==> config.mk <==
export PLATFORM = sky130hd
export DESIGN_NAME = fetch_ctrl
export DESIGN_NICKNAME = d
export VERILOG_FILES = /design/src/rtl/fetch_ctrl.sv
export SDC_FILE = /design/constraint.sdc
export NUM_CORES = 1
export LEC_CHECK = 0
export BUFFER_PORTS_ARGS = -buffer_cell sky130_fd_sc_hd__buf_2
export CAP_MARGIN = 20
export CORE_MARGIN = 2
export CORE_UTILIZATION = 50
export DETAILED_ROUTE_END_ITERATION = 12
export GPL_TIMING_DRIVEN = 0
export PLACE_DENSITY = 0.78
export SLEW_MARGIN = 0
export SYNTH_ARGS = -nofsm -noshare
export SYNTH_HDL_FRONTEND = slang
export SYNTH_SLANG_ARGS = --single-unit
export TNS_END_PERCENT = 50
==> constraint.sdc <==
create_clock -name clk -period 3.92 [get_ports clk]
set_input_delay 0.588 -clock clk [delete_from_list [all_inputs] [get_ports clk]]
set_output_delay 0.588 -clock clk [all_outputs]
set_load 0.02 [all_outputs]
==> src/rtl/fetch_ctrl.sv <==
// fetch_ctrl: fetch-stage sequencer. It owns the PC register and drives instruction memory.
// The next PC is chosen from sequential (+PC_STEP), branch redirect, hold (stall or miss)
// and halt. The block tracks an outstanding imem access and generates the IF/ID
// write-enable and flush.
// Ports:
//   clk, rst_n         clock; synchronous active-low reset
//   stall              hazard-unit stall: hold PC, no IF/ID write
//   halt_id            HLT decoded in ID this cycle
//   br_taken/br_target branch resolved taken in ID, with its redirect target
//   imem_ready         imem returns the instruction for imem_addr this cycle
//   imem_req/imem_addr fetch request and address (address = pc)
//   pc, pc_inc         registered fetch PC, and pc + PC_STEP (16-bit wrap)
//   if_valid, flush_if IF/ID write enable and squash
//   halted             fetch permanently stopped (registered)
//   stall_cycles       saturating count of non-advancing fetch cycles
module fetch_ctrl #(
   parameter logic [15:0] RESET_PC = 16'h0000,
   parameter logic [15:0] PC_STEP  = 16'h0002
) (
   input  logic        clk,
   input  logic        rst_n,
   input  logic        stall,
   input  logic        halt_id,
   input  logic        br_taken,
   input  logic [15:0] br_target,
   input  logic        imem_ready,
   output logic        imem_req,
   output logic [15:0] imem_addr,
   output logic [15:0] pc,
   output logic [15:0] pc_inc,
   output logic        if_valid,
   output logic        flush_if,
   output logic        halted,
   output logic [15:0] stall_cycles
);

   localparam logic [15:0] SatMax = 16'hFFFF;

   typedef enum logic [1:0] {FETCH, MISS, DRAIN, HALTED} fetchStateT;

   fetchStateT  state, stateNext;
   logic [15:0] pcNext;
   logic [15:0] pendTgt, pendTgtNext;
   logic        pendHalt, pendHaltNext;

   assign imem_addr = pc;
   assign pc_inc    = pc + PC_STEP;

   // Next-state, next-PC and IF/ID control.
   always_comb begin
      stateNext    = state;
      pcNext       = pc;
      pendTgtNext  = pendTgt;
      pendHaltNext = pendHalt;
      imem_req     = 1'b0;
      if_valid     = 1'b0;
      flush_if     = 1'b0;

      case (state)
         FETCH, MISS: begin
            imem_req = 1'b1;
            if (halt_id) begin
               // A miss in progress means imem is still busy, so wait for it in DRAIN.
               flush_if = 1'b1;
               if (state == FETCH && imem_ready) begin
                  stateNext = HALTED;
               end else begin
                  stateNext    = DRAIN;
                  pendHaltNext = 1'b1;
               end
            end else if (br_taken) begin
               flush_if = 1'b1;
               if (state == FETCH && imem_ready) begin
                  pcNext = br_target;
               end else begin
                  stateNext   = DRAIN;
                  pendTgtNext = br_target;
               end
            end else if (stall) begin
               // The returned word is dropped; the same pc is requested again from FETCH.
               if (state == MISS && imem_ready) begin
                  stateNext = FETCH;
               end
            end else if (imem_ready) begin
               if_valid  = 1'b1;
               pcNext    = pc_inc;
               stateNext = FETCH;
            end else begin
               stateNext = MISS;
            end
         end

         DRAIN: begin
            // Wait for the outstanding access; its data is discarded.
            imem_req = 1'b1;
            if (halt_id) begin
               flush_if     = 1'b1;
               pendHaltNext = 1'b1;
            end else if (br_taken) begin
               flush_if    = 1'b1;
               pendTgtNext = br_target;
            end
            if (imem_ready) begin
               if (pendHaltNext) begin
                  stateNext = HALTED;
               end else begin
                  pcNext    = pendTgtNext;
                  stateNext = FETCH;
               end
            end
         end

         HALTED: begin
            stateNext = HALTED;
         end

         default: begin
            stateNext = FETCH;
         end
      endcase

      if (!rst_n) begin
         imem_req = 1'b0;
         if_valid = 1'b0;
         flush_if = 1'b0;
      end
   end

   // State, PC, pending-redirect and statistics registers.
   always_ff @(posedge clk) begin
      if (!rst_n) begin
         state        <= FETCH;
         pc           <= RESET_PC;
         pendTgt      <= 16'h0000;
         pendHalt     <= 1'b0;
         halted       <= 1'b0;
         stall_cycles <= 16'h0000;
      end else begin
         state    <= stateNext;
         pc       <= pcNext;
         pendTgt  <= pendTgtNext;
         pendHalt <= pendHaltNext;
         halted   <= (stateNext == HALTED);
         // Every live cycle that does not accept an instruction is a stall cycle.
         if (state != HALTED && !if_valid && stall_cycles != SatMax) begin
            stall_cycles <= stall_cycles + 16'(1);
         end
      end
   end

endmodule

==> load_flow_metrics.sql <==
INSERT INTO impl_metrics (metric_group, metric, value, unit) VALUES
('clocking', 'cts.clk_slew.worst_paths', '90', 'ps'),
('worst_setup_path', 'worst-endpoint-arrival', '2280', 'ps'),
('run_status', 'outcome', 'finished, final reports clean', ''),
('route', 'post_drt_via_cell_ratio', '5.53', ''),
('worst_setup_path', 'setup_slack_of_the_most_critical_reg_to_reg_path', '1830', 'ps'),
('cells_and_area', 'fill_cells', '567', ''),
('cells_and_area', 'final_cell_count_no_fill', '556', ''),
('cells_and_area', 'syn_to_final_growth', '20.9', '%'),
('worst_setup_path', 'critPathMaxFanout', '8', ''),
('die', 'die_width', '81.0', 'um'),
('logic_synthesis', 'yosys_warnings', '0', ''),
('sta', 'postLayoutSetupSlackWorst', '1050', 'ps'),
('power', 'cellLeakagePower', '1.60', 'nW'),
('logic_synthesis', 'synth_area_leaders', 'sky130_fd_sc_hd__dfxtp_1, sky130_fd_sc_hd__nand2_1, sky130_fd_sc_hd__a21oi_1, sky130_fd_sc_hd__xnor2_1, sky130_fd_sc_hd__buf_4', ''),
('power', 'maximum_vdd_drop', '180', 'uV'),
('worst_setup_path', 'cp_slowest_stage_delay', '460', 'ps'),
('sta', 'max_slew.worst_pin.slew', '760', 'ps'),
('logic_synthesis', 'synthesis.area', '2960', 'um2'),
('logic_synthesis', 'yosys.cell_types.count', '50', ''),
('clocking', 'cts_buffers', '5', ''),
('logic_synthesis', 'synth_edf_count', '0', ''),
('sta', 'period_minus_slack', '2870', 'ps'),
('worst_setup_path', 'crit_chain', 'ha_1 > nand3_1 > nor3_1 > and3_1 > xor2_1 > buf_2', ''),
('clocking', 'ctsRootBufferMaster', 'sky130_fd_sc_hd__clkbuf_8', ''),
('placement', 'post-place-cells', '548', ''),
('cells_and_area', 'diodes', '0', ''),
('placement', 'gp_congestion', '0.915', ''),
('clocking', 'clk-insertion-delay-late', '310', 'ps'),
('clocking', 'clk_path_buf_depth', '2', ''),
('global_route', 'grt_first_pass_wirelength', '12400', 'um'),
('logic_synthesis', 'synthXorXnorAreaFrac', '0.0680', ''),
('sta', 'max_slew_margin', '0.491', ''),
('global_route', 'grtUsageTotal', '0.244', ''),
('global_route', 'grt_start_max_net_pins', '15', ''),
('logic_synthesis', 'synth.most_common_cell', 'sky130_fd_sc_hd__nand2_1', ''),
('placement', 'placement.setup.worst_slack', '1420', 'ps'),
('sta', 'finalMaxSlewViolations', '0', ''),
('logic_synthesis', 'synth_top_area_cell', 'sky130_fd_sc_hd__dfxtp_1', ''),
('logic_synthesis', 'synthesized_netlist_net_count', '410', ''),
('route', 'drc_errors', '0', ''),
('worst_setup_path', 'timing.critical_path.to_type', 'output pin', ''),
('global_route', 'globalRoute.totalOverflow', '0', ''),
('route', 'drt_wl_total', '7910', 'um'),
('placement', 'port-buffer-count', '87', ''),
('sta', 'fmax', '349', 'MHz'),
('die', 'die_area', '6560', 'um2'),
('clocking', 'cts-htree-levels', '2', ''),
('route', 'vias', '3076', ''),
('logic_synthesis', 'portion_of_netlist_area_occupied_by_mux_cells', '0.0270', ''),
('logic_synthesis', 'synth.cells.most_frequent', 'sky130_fd_sc_hd__nand2_1, sky130_fd_sc_hd__dfxtp_1, sky130_fd_sc_hd__a21oi_1', ''),
('worst_hold_path', 'hp_class', 'flip-flop to flip-flop', ''),
('route', 'drt-pass1-iter-count', '5', ''),
('die', 'boundaryPins', '90', ''),
('cells_and_area', 'finish.instance_area', '3580', 'um2'),
('worst_setup_path', 'cpLargestDelayFamily', 'simple AND/OR/NAND/NOR gates', ''),
('worst_setup_path', 'critical_path_class', 'flip-flop to output pin', ''),
('cells_and_area', 'finish.net_count', '504', ''),
('route', 'drtAntennaViolNets', '0', ''),
('logic_synthesis', 'synth_async_sr_flop_share', '0', ''),
('die', 'initial_utilization', '0.509', ''),
('placement', 'dpl.hpwl', '5930', 'um'),
('logic_synthesis', 'top_reg_cell_synth', 'sky130_fd_sc_hd__dfxtp_1', ''),
('worst_setup_path', 'critPathLaunchType', 'flip-flop', ''),
('sta', 'final_min_period_over_clock_period', '0.732', ''),
('clocking', 'clock_sink_count', '52', ''),
('die', 'die_y', '81.0', 'um'),
('sta', 'rsz_0062_raised_after_global_routing', 'no', ''),
('logic_synthesis', 'synth_cells', '386', ''),
('route', 'wl_per_cell', '14.2', 'um'),
('global_route', 'vias_in_the_first_global_route', '2654', ''),
('power', 'power-per-cell-area', '323', 'nW/um2');
-- metal layers --
metal / wire (um) / vias to the layer above / track usage
met5: 0 / - / 0
met4: 125 / 0 / 0.0864
met3: 571 / 12 / 0.0489
met2: 3810 / 127 / 0.422
met1: 3400 / 1412 / 0.301
li1: - / 1525 / -
-- per-stage QoR --
stage	util	hold slack (ps)
3_5_place_dp	0.600	442
3_3_place_gp	0.600	437
5_1_grt	0.616	480
6_report	0.616	461
2_1_floorplan	-	432
4_1_cts	0.616	455
-- worst paths after layout --
kind	start	to	cells past startpoint
worst max-delay path	imem_addr[1]$_SDFFE_PN0P_	pc_inc[15]	6
worst min-delay path	pendTgt[8]$_SDFFE_PN0P_	pendTgt[8]$_SDFFE_PN0P_	2
worst max register to register	state[0]$_SDFF_PN0_	imem_addr[6]$_SDFFE_PN0P_	7
worst min register to register	pendTgt[8]$_SDFFE_PN0P_	pendTgt[8]$_SDFFE_PN0P_	2
-- tightest hold or removal path: stages, from the launching register on --
cell and delay (ps):
sky130_fd_sc_hd__dfxtp_1 320, sky130_fd_sc_hd__nand2_1 50, sky130_fd_sc_hd__a21oi_1 50
-- flip-flops by register name, indices dropped and copies added, names as in the netlist --
signal / flops
imem_addr: 16
halted: 1
pendHalt: 1
pendTgt: 16
state: 2
stall_cycles: 16
-- kinds of logic (layout without fill, tap and decap cells) --
family	Yosys count	in the layout
mux	8	8
fa+ha+maj	2	2
compound gates	101	101
xor+xnor	23	23
buf+inv	50	145
flops	52	52
simple gates	150	150
-- layout by cell type (no fill, tap or decap), types with 9 or more instances in the layout --
master and instances:
sky130_fd_sc_hd__inv_1 11, sky130_fd_sc_hd__buf_4 17, sky130_fd_sc_hd__buf_2 95, sky130_fd_sc_hd__nand3_1 13, sky130_fd_sc_hd__nor3_1 9, sky130_fd_sc_hd__dfxtp_1 52, sky130_fd_sc_hd__xnor2_1 15, sky130_fd_sc_hd__o21ai_0 14
sky130_fd_sc_hd__nor2_1 32, sky130_fd_sc_hd__a21oi_1 46, sky130_fd_sc_hd__nand2_1 62, sky130_fd_sc_hd__clkbuf_1 14
-- layout make-up --
class | count | area (um2) | area share
Tap cell | 75 | 93.8 | 0.0262
Sequential cell | 52 | 1040 | 0.291
Timing Repair Buffer | 87 | 435 | 0.122
Inverter | 12 | 45.0 | 0.0126
Clock buffer | 8 | 90.1 | 0.0251
Multi-Input combinational cell | 284 | 1660 | 0.463
Buffer | 38 | 218 | 0.0608
-- power by group --
part / total, W / internal, W / switching (W) / leakage [nW]
Clock: 0.000322 / 0.000145 / 0.000177 / 0.0455
Combinational: 0.000257 / 0.0000940 / 0.000163 / 1.13
Sequential: 0.000578 / 0.000552 / 0.0000260 / 0.423
Total: 0.00116 / 0.000791 / 0.000367 / 1.60
Power figures use the tool's default switching activity.
